==> config.mk <==
export PLATFORM = sky130hd
export DESIGN_NAME = mul_unit
export DESIGN_NICKNAME = d
export VERILOG_FILES = /design/src/rtl/mul_pkg.sv /design/src/rtl/mul_sign_fix.sv /design/src/rtl/mul_unit.sv
export SDC_FILE = /design/constraint.sdc
export NUM_CORES = 1
export LEC_CHECK = 0
export ABC_CLOCK_PERIOD_IN_PS = 5400
export CORE_UTILIZATION = 60
export CTS_BUF_LIST = sky130_fd_sc_hd__clkbuf_16
export DETAILED_ROUTE_END_ITERATION = 10
export PLACE_DENSITY = 0.83
export RECOVER_POWER = 25
export SLEW_MARGIN = 40
export SYNTH_ARGS = -nofsm -noshare
export SYNTH_HDL_FRONTEND = slang
export SYNTH_SLANG_ARGS = --single-unit
==> constraint.sdc <==
create_clock -name clk -period 5.4 [get_ports clk]
set_input_delay 0.81 -clock clk [delete_from_list [all_inputs] [get_ports clk]]
set_output_delay 0.81 -clock clk [all_outputs]
set_load 0.05 [all_outputs]
==> src/rtl/mul_pkg.sv <==
// Shared opcodes, state encoding and default width for the iterative multiplier.
package mul_pkg;

    localparam int WIDTH_DEF = 32;

    localparam logic [2:0] OP_MUL   = 3'b100;
    localparam logic [2:0] OP_UMULL = 3'b101;
    localparam logic [2:0] OP_SMULL = 3'b110;

    typedef enum logic [1:0] {
        IDLE = 2'b00,
        RUN  = 2'b01,
        DONE = 2'b10
    } state_e;

endpackage

==> src/rtl/mul_sign_fix.sv <==
// Combinational conditional two's-complement negate (abs when neg_i is the sign bit).
module mul_sign_fix #(
    parameter int W = 32
) (
    input  logic [W-1:0] val_i,
    input  logic         neg_i,
    output logic [W-1:0] res_o
);

    assign res_o = neg_i ? (~val_i + W'(1)) : val_i;

endmodule

==> src/rtl/mul_unit.sv <==
// Iterative radix-2 shift-add multiplier for MUL/UMULL/SMULL with N/Z flags.
// Optional MUL_EARLY_TERM_EN: finish as soon as the remaining multiplier bits are zero.
module mul_unit
    import mul_pkg::*;
#(
    parameter int WIDTH = WIDTH_DEF,
    parameter int CNT_W = 5
) (
    input  logic             clk,
    input  logic             reset,
    input  logic             start,
    input  logic [2:0]       op,
    input  logic [WIDTH-1:0] a,
    input  logic [WIDTH-1:0] b,
    output logic             busy,
    output logic             done,
    output logic             err,
    output logic [WIDTH-1:0] result_lo,
    output logic [WIDTH-1:0] result_hi,
    output logic [1:0]       flags_nz
);

    localparam int PW = 2 * WIDTH;

    state_e             state_q, state_d;
    logic [2:0]         op_q, op_d;
    logic [PW-1:0]      mcand_q, mcand_d;
    logic [WIDTH-1:0]   mplier_q, mplier_d;
    logic [PW-1:0]      acc_q, acc_d;
    logic [CNT_W-1:0]   cnt_q, cnt_d;
    logic               neg_q, neg_d;
    logic               bad_q, bad_d;
    logic               done_q, done_d;
    logic               err_q, err_d;
    logic [WIDTH-1:0]   lo_q, lo_d;
    logic [WIDTH-1:0]   hi_q, hi_d;
    logic [1:0]         nz_q, nz_d;

    logic               legal, is_smull, last;
    logic [WIDTH-1:0]   abs_a, abs_b;
    logic [PW-1:0]      acc_sum, acc_fix;

    assign legal    = (op == OP_MUL) || (op == OP_UMULL) || (op == OP_SMULL);
    assign is_smull = (op == OP_SMULL);
    assign acc_sum  = acc_q + (mplier_q[0] ? mcand_q : '0);

`ifdef MUL_EARLY_TERM_EN
    assign last = (cnt_q == CNT_W'(WIDTH-1)) || (mplier_q[WIDTH-1:1] == '0);
`else
    assign last = (cnt_q == CNT_W'(WIDTH-1));
`endif

    mul_sign_fix #(.W(WIDTH)) u_abs_a (.val_i(a), .neg_i(is_smull & a[WIDTH-1]), .res_o(abs_a));
    mul_sign_fix #(.W(WIDTH)) u_abs_b (.val_i(b), .neg_i(is_smull & b[WIDTH-1]), .res_o(abs_b));
    mul_sign_fix #(.W(PW))    u_res   (.val_i(acc_sum), .neg_i(neg_q), .res_o(acc_fix));

    always_comb begin
        state_d  = state_q;
        op_d     = op_q;
        mcand_d  = mcand_q;
        mplier_d = mplier_q;
        acc_d    = acc_q;
        cnt_d    = cnt_q;
        neg_d    = neg_q;
        bad_d    = bad_q;
        done_d   = 1'b0;
        err_d    = 1'b0;
        lo_d     = lo_q;
        hi_d     = hi_q;
        nz_d     = nz_q;
        case (state_q)
            IDLE: begin
                if (start) begin
                    op_d  = op;
                    acc_d = '0;
                    cnt_d = '0;
                    if (legal) begin
                        mcand_d  = {{WIDTH{1'b0}}, abs_a};
                        mplier_d = abs_b;
                        neg_d    = is_smull & (a[WIDTH-1] ^ b[WIDTH-1]);
                        bad_d    = 1'b0;
                        state_d  = RUN;
                    end else begin
                        neg_d   = 1'b0;
                        bad_d   = 1'b1;
                        state_d = DONE;
                    end
                end
            end
            RUN: begin
                acc_d    = acc_sum;
                mcand_d  = mcand_q << 1;
                mplier_d = mplier_q >> 1;
                cnt_d    = cnt_q + CNT_W'(1);
                if (last) begin
                    acc_d   = acc_fix;
                    state_d = DONE;
                end
            end
            DONE: begin
                // Results are published together with the done pulse and then held.
                done_d  = 1'b1;
                err_d   = bad_q;
                lo_d    = acc_q[WIDTH-1:0];
                if (bad_q) begin
                    hi_d = '0;
                    nz_d = 2'b00;
                end else if (op_q == OP_MUL) begin
                    hi_d = '0;
                    nz_d = {acc_q[WIDTH-1], acc_q[WIDTH-1:0] == '0};
                end else begin
                    hi_d = acc_q[PW-1:WIDTH];
                    nz_d = {acc_q[PW-1], acc_q == '0};
                end
                state_d = IDLE;
            end
            default: state_d = IDLE;
        endcase
    end

    always_ff @(posedge clk) begin
        if (!reset) begin
            state_q  <= IDLE;
            op_q     <= '0;
            mcand_q  <= '0;
            mplier_q <= '0;
            acc_q    <= '0;
            cnt_q    <= '0;
            neg_q    <= 1'b0;
            bad_q    <= 1'b0;
            done_q   <= 1'b0;
            err_q    <= 1'b0;
            lo_q     <= '0;
            hi_q     <= '0;
            nz_q     <= '0;
        end else begin
            state_q  <= state_d;
            op_q     <= op_d;
            mcand_q  <= mcand_d;
            mplier_q <= mplier_d;
            acc_q    <= acc_d;
            cnt_q    <= cnt_d;
            neg_q    <= neg_d;
            bad_q    <= bad_d;
            done_q   <= done_d;
            err_q    <= err_d;
            lo_q     <= lo_d;
            hi_q     <= hi_d;
            nz_q     <= nz_d;
        end
    end

    assign busy      = (state_q == RUN);
    assign done      = done_q;
    assign err       = err_q;
    assign result_lo = lo_q;
    assign result_hi = hi_q;
    assign flags_nz  = nz_q;

endmodule

; ---- After elaboration in Yosys (flattened, before gate mapping)
; Cells that the tools add are included.
[totals]
latch_bits = 0
ramBits = 0
reg_bits = 240
rom_bits = 0
elab_cells = 72
output_inout_bits = 69
input_bits = 70
memories = 0
[op_classes]
n_addsub = 5
muxes = 26
mul = 0
eq_ne = 10
n_shift = 0
div_mod_pow = 0
bitwise = 7
reduce_logical = 11
order_cmp = 0
[ops]
columns = operator, count
row1 = $mux 64, 6
row2 = $pmux 64 s2, 2
row3 = $mux 32, 6
row4 = $add 32x1->32 const B, 2
row5 = $add 64x1->64 const B, 1
row6 = $add 64x64->64, 1
row7 = $logic_not 64->1, 1
row8 = $not 32->32, 2
row9 = $not 64->64, 1
row10 = $pmux 32 s2, 1
row11 = $logic_not 32->1, 1
row12 = $eq 3x3->1 const B, 4
row13 = $mux 2, 5
row14 = $pmux 5 s2, 1
row15 = $reduce_and 2->1, 4
row16 = $add 5x1->5 const B, 1
row17 = $eq 5x5->1 const B, 1
row18 = $mux 5, 1
row19 = $ne 2x2->1 const B, 2
row20 = $pmux 2 s2, 1
row21 = $and 1x1->1, 3
row22 = $mux 1, 3
row23 = $reduce_and 3->1, 1
row24 = $eq 2x1->1 const B, 1
row25 = 6 further kinds, 7

; ---- Depth between registers and ports, before layout
; Gate-level depths: netlist of run 1.
[logic_depth]
word_depth = 7
depth_mapped = 19

; ---- Cells and area by module
; From an unflattened synthesis of run 1, not the netlist that was laid out.
[hier_totals]
cells_unflattened = 2178
hier_area_um2 = 16849.9
[modules_own_cells]
columns = mod, seq_area_each_um2, cells_each, area_each_um2, instances
row1 = mul_unit, 4804.6, 1774, 13646.8, 1
row2 = mul_sign_fix at u_res, 0.0, 206, 1649.1, 1
row3 = mul_sign_fix at u_abs_a ..., 0.0, 99, 777.0, 2

; ---- Worst setup path after synthesis of run 1
; Ideal clock, no wire load.
[synth_timing]
kind = reg-to-reg
start = register mplier_q[0]
end = register acc_q[62]
period_less_slack_ns = 4.783
stages_incl_launch_ff = 20
required_time_ns = 5.283
t_arrival_ns = 4.665
n_path_buf = 5
setup_slack_ns = 0.617
cell_sequence = dfxtp_1 clkbuf_1 clkbuf_1 and2_1 ha_1 buf_6 a21oi_4 o21ai_1 a221o_1 or3_1 buf_6 xnor2_2 o311ai_1 or4b_4 or4_4 buf_6 nor4_4 a31oi_1 xnor2_1 a32o_1
[synth_via]
elab_chain_len = 7
[synth_rtl]
columns = element, line_no
row1 = start: declaration, mul_unit.sv:28  ; logic [WIDTH-1:0] mplier_q, mplier_d;
row2 = start signal: assignment, mul_unit.sv:140  ; mplier_q <= mplier_d;
row3 = $mux 64 (*), mul_unit.sv:45  ; assign acc_sum = acc_q + (mplier_q[0] ? mcand_q : '0);
row4 = $add 64x64->64 (*), mul_unit.sv:45
row5 = $not 64->64, mul_sign_fix.sv:10  ; assign res_o = neg_i ? (~val_i + W'(1)) : val_i;
row6 = $add 64x1->64, mul_sign_fix.sv:10
row7 = $mux 64, mul_sign_fix.sv:10
row8 = $mux 64 (*), mul_unit.sv:95  ; if (last) begin
row9 = $pmux 64 s2 (*), mul_unit.sv:71  ; case (state_q)
row10 = end signal: assignment, mul_unit.sv:127  ; acc_q <= '0;
row11 = end signal: assignment, mul_unit.sv:141  ; acc_q <= acc_d;
row12 = end: declaration, mul_unit.sv:29  ; logic [PW-1:0] acc_q, acc_d;
; Every way passes the cells marked *; elsewhere a longest branch is shown, timed or not.
; A chain may end at the register's enable or synchronous reset.

; ---- Worst setup path after layout of run 1
[layout_timing]
start = register mplier_q[0]
end = register acc_q[61]
; The elaborated chain is that of the path after synthesis.

==> results.toml, run 1 <==
[grt]
grt_max_degree = 123
grt_pass1_wl_um = 90200
busiest_layer = "met2"
use_met3_pct = 11.7
grt_util_met2_pct = 60.4
antenna_found_initial = 1
grt_pass1_vias = 16700
met1_usage_pct = 54.9
grt-ovfl-total = 0
grt.total_usage_pct = 39.9

[synth]
syn_avg_cell_area_um2 = 7.33
yosys_warnings = 0
async_flop_share_pct = 0
ys_seq_area_share_pct = 28.7
netlist.area_leader.share_pct = 28.7
synthTopCellsByArea = "dfxtp_1, nor2_1, a21oi_1, nand2_1, xnor2_1"
synth_ff_type = "dfxtp_1"
yosys.cell_types.count = 80
synth_edf_count = 0
netlist_instances = 2288
synth_nets = 2427
synth_area_mm2 = 0.0168
synth.largest_area_cell = "dfxtp_1"
synth-seq-cells = 240

[sta]
fmax_mhz = 195
post-route-period-util_pct = 95.2
rsz0062_at_grt = "no"
setup_viol = 0
finClkSkew_ps = 39.1
post-route-min-period_ps = 5140
finalHoldViolations = 0
slew_violations = 116
tightest_slew_ps = 3140
maxSlewHeadroom_pct = -110
tns_ps = 0
worst_hold_slack_ps = 453

[critical_path]
crit_type = "register to register"
cp.arrival_ps = 5600
path_cells = "buf_12 -> and2_1 -> ha_1 -> inv_1 -> fa_1 -> nand2b_1 -> a211oi_1 -> buf_4 -> o21ai_0 -> buf_4 -> a21oi_1 -> o21ai_0 -> a211oi_1 -> o21ai_0 -> a21o_1 -> nor4_1 -> buf_4 -> a21oi_1 -> xnor2_1 -> a32o_1"
worstPathRequired_ps = 5860
cp-end-kind = "register"
worstPathMaxFanout = 38
start_kind = "register"
max_stage_delay_ps = 540
cp_slowest_cell = "a211oi_1"

[floorplanning]
rows = 60
start_util_pct = 61.7
die_h_um = 169
dieArea_mm2 = 0.0286
fp.dieW_um = 169
io_pins = 139
core_region_area_mm2 = 0.0272

[clocking]
cts_tree = "done"
clock_latency_ps = 570
cts-htree-levels = 1
cts-root-buf = "clkbuf_16"
postCtsSetupBuffers = 0
clkTransAtPathRegs_ps = 60
cts_buffer_depth = 3
cts.sinks = 240
hold_buffers = 0
cts_buffers = 26

[drt]
drtIter0Drc = 1979
drt_pass1_iterations = 6
wirelength_um = 58500
vias = 18200
drc_errors = 0
drtAntennaViolNets = 0
viasPerCell = 6.60
wl_per_cell_um = 21.2

[run_status]
outcome = "complete, but fails checks"
violations = "max-capacitance violations, max-slew violations"

[finish]
fin_area_mm2 = 0.0193
area_growth_pct = 15.2
finalNetCount = 2501
drive_gt1_share_pct = 5.63
fin_util_pct = 71.1

[placed_design]
post_dp_cell_area_mm2 = 0.0185
dp_hpwl_um = 43700
gp_congestion = 1.04
numPortBuffers = 138

[hold_path]
hold_path_class = "register to register"

[flow_run]
drv_cap = 2

[power]
power.static_leakage_nw = 7.33
p_per_area_mw_per_mm2 = 222
p_total_mw = 4.29
vdd_drop_max_mv = 0.185
==> final cells by class <==
type                            instances  area [um2]
Timing Repair Buffer                  197        1830
Tap cell                              372         465
Sequential cell                       240        4800
Antenna cell                            1        2.50
Fill cell                            2221        7850
Inverter                               30         114
Multi-Input combinational cell       1867       11300
Clock buffer                           26         651
Clock inverter                         21         166
==> power breakdown <==
part	internal, mW	switching (mW)	leakage (nW)
Clock	0.972	0.774	0.408
Combinational	0.233	0.436	4.98
Sequential	1.82	0.0512	1.94
==> cell usage in the layout, fill, tap and decap left out, types with 27 or more instances in the layout <==
cell type and n:
and2_1 82, a21oi_1 216, xor2_1 51, nor3_1 40, a21o_1 29, nor2_1 329, clkdlybuf4s50_1 137, buf_4 56
dfxtp_1 240, o21ai_0 114, o31ai_1 27, nand4_1 33, nand2_1 253, a22oi_1 102, xnor2_1 98, a211oi_1 66
inv_1 31, nand3_1 27, nor4_1 41, a31oi_1 28, ha_1 68
==> worst max-delay path, delay by kind of cell (launching register included) <==
kind	cells	cell delay, ps
xor+xnor	1	160
simple gates	3	670
flops	1	370
fa+ha+maj	2	550
buf+inv	5	770
compound gates	9	2470
==> registers in the layout (all words and copies together) (netlist names) <==
register,flops
acc_q,64
flags_nz,2
mcand_q,64
mplier_q,32
done,1
neg_q,1
cnt_q,5
result_lo,32
err,1
bad_q,1
state_q,2
op_q,3
result_hi,32
==> final timing paths <==
| kind | from | end | slack (ps) | cells after the start |
|---|---|---|---|---|
| worst min register to register | result_lo[4] | result_lo[4] | 450 | 2 |
| worst max register to register | mplier_q[0] | acc_q[61] | 260 | 20 |
| worst min-delay path | result_lo[4] | result_lo[4] | 450 | 2 |
| worst max-delay path | mplier_q[0] | acc_q[61] | 260 | 20 |
==> timing repair <==
item                                   CTS  global route
resized for setup                        0             6
endpoints found under the hold margin    0             0
setup endpoints to repair                0            30
==> metrics by stage <==
step	worst slack, ps	std cells
after detailed placement	214	2706
final	260	2754
after floorplan	617	2288
after global placement	405	2706
after global routing	10.0	2753
after CTS	176	2753
==> cells in the mapped netlist (all sizes together) (5+ instances only) <==
| cell | n |
|---|---|
| a2111oi | 5 |
| a211oi | 66 |
| a21boi | 8 |
| a21o | 29 |
| a21oi | 220 |
| a221oi | 7 |
| a22oi | 102 |
| a311oi | 17 |
| a31oi | 28 |
| a32o | 5 |
| and2 | 84 |
| and3 | 16 |
| buf | 25 |
| clkbuf | 126 |
| dfxtp | 240 |
| ha | 68 |
| inv | 30 |
| mux2i | 5 |
| nand2 | 255 |
| nand2b | 17 |
| nand3 | 27 |
| nand4 | 34 |
| nor2 | 330 |
| nor2b | 10 |
| nor3 | 42 |
| nor4 | 43 |
| o211ai | 15 |
| o21a | 22 |
| o21ai | 128 |
| o21bai | 11 |
| o31ai | 27 |
| o41ai | 6 |
| or2 | 9 |
| or3 | 22 |
| or4 | 9 |
| xnor2 | 99 |
| xor2 | 51 |
==> cells by family after synthesis <==
kind of cell	share of synthesized area [%]
AOI/OAI and AO/OA	28.1
xor gates and xnor gates	7.88
adders and majority gates	5.19
buffers and inverters	4.39
DFF	28.7
muxes	0.366
and+or+nand+nor	25.4
==> layer usage <==
layer / share of wire (%) / vias to the layer above
li1: - / 8441
met1: 42 / 8563
met2: 42 / 1042
met3: 13 / 126
met4: 2.8 / 0
met5: 0 / -
Power figures use the tool's default switching activity.
==> run 2, diff against run 1 <==
--- a/config.mk
+++ b/config.mk
@@ -7,4 +7,5 @@
 export LEC_CHECK = 0
 export ABC_CLOCK_PERIOD_IN_PS = 5400
+export CAP_MARGIN = 0
 export CORE_UTILIZATION = 60
 export CTS_BUF_LIST = sky130_fd_sc_hd__clkbuf_16
@@ -16,2 +17,3 @@
 export SYNTH_HDL_FRONTEND = slang
 export SYNTH_SLANG_ARGS = --single-unit
+export TNS_END_PERCENT = 5
==> constraint.sdc (replaced) <==
create_clock -name clk -period 5.4 [get_ports clk]
set_input_delay 0.54 -clock clk [delete_from_list [all_inputs] [get_ports clk]]
set_output_delay 0.54 -clock clk [all_outputs]
set_load 0.05 [all_outputs]
==> run 2 against run 1 <==
Compared with the run above: the run still ends with max-capacitance violations, max-slew violations left; critical path type unchanged; maximum frequency shrank 0.35%; combinational power is essentially flat; critical path depth shrank 3; non-clock buffer count shrank 1; critical endpoint is now acc_q[35]; via count grew 0.17%; clock power shrank 5%; register-to-register slack lost 20 ps; worst setup slack lost 18 ps; utilization shrank 0.14 points.
==> results.toml, run 2 (synthesis results as in run 1) <==
[run_status]
outcome = "complete, but fails checks"
violations = "max-capacitance violations, max-slew violations"

[hold_path]
hold_path_startpoint = "flags_nz[0]"
holdPathEnd = "flags_nz[0]"
hold_path_class = "register to register"
hold_depth = 2

[sta]
rsz0062_at_grt = "no"
fmax_mhz = 194
finalHoldViolations = 0
post-route-period-util_pct = 95.5
slew_violations = 116
setup_viol = 0
post-route-min-period_ps = 5160
finClkSkew_ps = 18.5
tightest_slew_ps = 3070
maxSlewHeadroom_pct = -106
tns_ps = 0
layout_setup_ws_ps = 242
worst_hold_slack_ps = 450

[drt]
vias = 18200
drtIter0Drc = 2275
viasPerCell = 6.62
wirelength_um = 58400
wl_per_cell_um = 21.2
drtAntennaViolNets = 0
drc_errors = 0
drt_pass1_iterations = 6

[finish]
area_growth_pct = 15.0
fin_util_pct = 71.0
fill_cells = 2189
finalNetCount = 2500
reg.largest.list = "acc_q (64), mcand_q (64)"
multiInputGateArea_mm2 = 0.0113
layout_commonest_cell = "nor2_1"
final_cell_mix = "nor2_1, nand2_1, dfxtp_1"
seq_area_mm2 = 0.00480
drive_gt1_share_pct = 5.68

[floorplanning]
core_region_area_mm2 = 0.0272
fp.dieW_um = 169
rows = 60
dieArea_mm2 = 0.0286
start_util_pct = 61.7
die_h_um = 169
io_pins = 139

[power]
p_per_area_mw_per_mm2 = 218
p_switching_mw = 1.28
power.static_leakage_nw = 7.37
netSwitchingFraction_pct = 30.3
p_total_mw = 4.21
power_frac_clock_pct = 39.7
pwr-share-seq_pct = 44.5
p_int_mw = 2.94
comb_power_share_pct = 15.8
vdd_drop_max_mv = 0.264

[critical_path]
rr_endpoint = "acc_q[35]"
rrSetupSlack_ps = 240
worstPathMaxFanout = 38
path_delay_family = "simple AND/OR/NAND/NOR gates"
path_cells = "buf_12 -> and2_1 -> ha_1 -> inv_1 -> fa_1 -> nand2b_1 -> a211o_1 -> a21boi_1 -> o21a_1 -> o2111ai_1 -> or4_1 -> or3_1 -> or3_1 -> nor4_1 -> a21oi_1 -> xnor2_1 -> o21ai_1"
cpMostUsedCell = "or3_1"
crit_type = "register to register"
cp-end-kind = "register"
critPathBufInv = 2
cp.arrival_ps = 5600
cp_slowest_cell = "or4_1"
worstPathRequired_ps = 5840
r2r_start = "mplier_q[0]"
max_stage_delay_ps = 730
reg2regPathDepth = 17
start_kind = "register"
cp.depth = 17

[placed_design]
dp_hpwl_um = 43700
place_worst_setup_slack_ps = 236
numPortBuffers = 138
gp_congestion = 1.04

[flow_run]
drv_cap = 2

[clocking]
clkTransAtPathRegs_ps = 70
cts-root-buf = "clkbuf_16"
hold_buffers = 0
cts_buffers = 26
cts-htree-levels = 1
postCtsSetupBuffers = 0
cts.sinks = 240
cts_buffer_depth = 3
cts_tree = "done"
post_cts_resized = 0
clock_latency_ps = 570

[grt]
grt_pass1_wl_um = 90300
antenna_found_initial = 1
grt_max_degree = 123
grt.total_usage_pct = 39.8
grt_pass1_vias = 16500
grt-ovfl-total = 0
-- run 2: changes by cell type in the layout (fill, tap and decap cells not counted), moves of 2 or more --
cell,delta
buf_4,-3
clkinv_2,+3
bufinv_16,-2
clkinv_4,-2
clkdlybuf4s50_1,-22
dlygate4sd3_1,+22
clkinvlp_4,+4
clkinv_1,-4
-- run 2: stage by stage --
| stage | instances | area, um2 |
|---|---|---|
| 6_report | 2751 | 19300 |
| 3_5_place_dp | 2705 | 18500 |
| 2_1_floorplan | 2288 | 16800 |
| 5_1_grt | 2750 | 19300 |
| 3_3_place_gp | 2705 | 18500 |
| 4_1_cts | 2750 | 19300 |
-- run 2: per-layer routing --
layer / global-route usage (%) / wire [um] / vias to the layer above
met3: 9.63 / 6920 / 103
met2: 60.5 / 25000 / 1063
li1: - / - / 8426
met4: 9.67 / 1550 / 0
met5: 0 / 0 / -
met1: 56.2 / 25000 / 8610
-- run 2: worst min-delay path: cells and delay by family (launching register included) --
family | cells | cell delay [ps]
DFF | 1 | 310
AOI/OAI and AO/OA | 1 | 50
and+or+nand+nor | 1 | 50
-- run 2: how the worst max path moves through the flow --
stage	from	end	slack [ps]
finish	mplier_q[0]	acc_q[35]	240
global route	mplier_q[0]	acc_q[39]	30
CTS	mplier_q[0]	acc_q[63]	90
detailed placement	mplier_q[0]	acc_q[36]	240
global placement	mplier_q[0]	acc_q[36]	390
floorplan	mplier_q[0]	acc_q[62]	620
-- run 2: cell type report --
| class | count | area share, % |
|---|---|---|
| Clock inverter | 19 | 0.668 |
| Multi-Input combinational cell | 1867 | 58.5 |
| Inverter | 30 | 0.590 |
| Timing Repair Buffer | 196 | 9.53 |
| Clock buffer | 26 | 3.37 |
| Antenna cell | 1 | 0.0130 |
| Tap cell | 372 | 2.41 |
| Sequential cell | 240 | 24.9 |
-- run 2: power groups by stage --
stage	clock network [mW]	registers (mW)	logic (mW)
3_5_place_dp	0	1.91	0.642
3_3_place_gp	0	1.90	0.623
4_1_cts	1.67	1.87	0.650
2_1_floorplan	0	1.89	0.411
5_1_grt	1.74	1.88	0.717
6_report	1.67	1.87	0.667
==> run 3, diff against run 2 <==
CORE_MARGIN = 2   (was not set)
==> run 3 against run 2 <==
Compared with the run above: the flow still finishes with violations (max-capacitance violations, max-slew violations); critical endpoint is now acc_q[37]; worst setup slack got worse by 12 ps; clock-buffer cell count up 1; cell count shrank 0.11%; largest power group unchanged; global-route usage decreased by 2.6 points; critical path depth down 2; die area up 2.4%; combinational power down 3%; hold slack got worse by 0.95 ps.
==> results.toml, run 3 (synthesis results as in run 1) <==
[power]
power.static_leakage_nw = 7.41
p_per_area_mw_per_mm2 = 221
vdd_drop_max_mv = 0.207
pwr-share-seq_pct = 44.0
netSwitchingFraction_pct = 28.5
p_switching_mw = 1.21
comb_power_share_pct = 15.2
power_frac_clock_pct = 40.8
p_int_mw = 3.04

[run_status]
outcome = "complete, but fails checks"
violations = "max-capacitance violations, max-slew violations"

[drt]
drc_errors = 0
drtIter0Drc = 1988
vias = 17900
drt_pass1_iterations = 8
wirelength_um = 56100
viasPerCell = 6.50
drtAntennaViolNets = 0
wl_per_cell_um = 20.4

[finish]
finalNetCount = 2493
reg.largest.list = "acc_q (64), mcand_q (64)"
area_growth_pct = 14.8
fill_cells = 2336
final_cell_mix = "nor2_1, nand2_1, dfxtp_1"
num_antenna_cells = 0
fin_area_mm2 = 0.0192
drive_gt1_share_pct = 5.06
layout_commonest_cell = "nor2_1"

[grt]
use_met3_pct = 11.3
grt_pass1_vias = 16100
grt_pass1_wl_um = 86400
met1_usage_pct = 52.1
grt_util_met2_pct = 55.4
grt-ovfl-total = 0
grt_max_degree = 86
grt.total_usage_pct = 37.1
antenna_found_initial = 1
busiest_layer = "met2"

[clocking]
cts-htree-levels = 1
cts_buffer_depth = 3
cts.sinks = 240
hold_buffers = 0
cts_buffers = 27
clkTransAtPathRegs_ps = 60
clock_latency_ps = 560
cts_tree = "done"
cts-root-buf = "clkbuf_16"

[critical_path]
cp.arrival_ps = 5570
cp-end-kind = "register"
worstPathRequired_ps = 5800
crit_type = "register to register"
worstPathMaxFanout = 22
start_kind = "register"

[floorplanning]
start_util_pct = 60.7
die_h_um = 171
io_pins = 139
fp.dieW_um = 171
dieArea_mm2 = 0.0293
rows = 61
core_region_area_mm2 = 0.0276

[sta]
finClkSkew_ps = 32.3
setup_viol = 0
fmax_mhz = 193
post-route-period-util_pct = 95.7
rsz0062_at_grt = "yes"
slew_violations = 132
maxSlewHeadroom_pct = -19.9
finalHoldViolations = 0
worst_hold_slack_ps = 449
post-route-min-period_ps = 5170
tightest_slew_ps = 1790

[hold_path]
hold_path_class = "register to register"

[placed_design]
dp_hpwl_um = 42600
post_dp_cell_area_mm2 = 0.0184
gp_congestion = 1.04
numPortBuffers = 138

[flow_run]
drv_cap = 3
run 3: cell count changes in the layout (fill, tap and decap cells not counted), sizes merged:
cell	previous run	this run
clkinv	12	8
inv	31	37
diode	1	0
dlygate4sd3	22	34
buf	56	49
clkdlybuf4s50	115	103
bufinv	0	2
clkinvlp	6	1
run 3: final cells by class:
cell class | instances | area (um2) | area share (%)
clock inverter | 18 | 135 | 0.702
tap | 378 | 473 | 2.46
timing repair buffer | 188 | 1760 | 9.13
inverter | 30 | 118 | 0.611
sequential | 240 | 4800 | 25.0
clock buffer | 27 | 676 | 3.51
multi-input combinational | 1867 | 11300 | 58.6
run 3: worst paths after layout:
path / startpoint / end / slack [ps] / cells after the start
max: mplier_q[0] / acc_q[37] / 230 / 15
min: result_lo[28] / result_lo[28] / 450 / 2
max reg2reg: mplier_q[0] / acc_q[37] / 230 / 15
min reg2reg: result_lo[28] / result_lo[28] / 450 / 2
run 3: power groups by stage:
stage               clock network (mW)  registers (mW)  logic, mW
floorplan                            0            1.89      0.411
global placement                     0            1.90      0.598
detailed placement                   0            1.91      0.613
CTS                               1.73            1.87      0.620
global route                      1.81            1.87      0.699
finish                            1.73            1.87      0.647
run 3: repair_timing:
action,in CTS,in global routing
resized for setup,0,7
setup endpoints to repair,0,22
buffers inserted,0,2
endpoints found under the hold margin,0,0
run 3: metrics by stage:
stage / setup TNS (ps) / worst slack [ps] / util (%) / power, mW / cells
6_report: 0 / 230 / 69.7 / 4.25 / 2748
5_1_grt: -66.7 / -48.8 / 69.7 / 4.38 / 2748
4_1_cts: 0 / 142 / 69.6 / 4.22 / 2746
3_5_place_dp: 0 / 209 / 66.6 / 2.52 / 2701
3_3_place_gp: 0 / 355 / 66.5 / 2.50 / 2700
2_1_floorplan: 0 / 617 / - / 2.30 / 2288
run 3: per-layer routing:
| metal | vias up | share of wire [%] |
|---|---|---|
| li1 | 8406 | - |
| met1 | 8373 | 43 |
| met2 | 981 | 42 |
| met3 | 111 | 13 |
| met4 | 0 | 2.5 |
| met5 | - | 0 |
run 3: worst max-delay path: stages (launching register included):
cell,delay (ps)
dfxtp_1,320
buf_4,200
and2_1,180
ha_1,470
nand2_1,170
a211oi_1,430
nor2_1,130
xor2_1,400
o2111ai_1,200
or4_1,750
or3_1,460
or3_1,390
nor4_1,470
a31oi_1,200
xnor2_1,160
o21ai_0,80
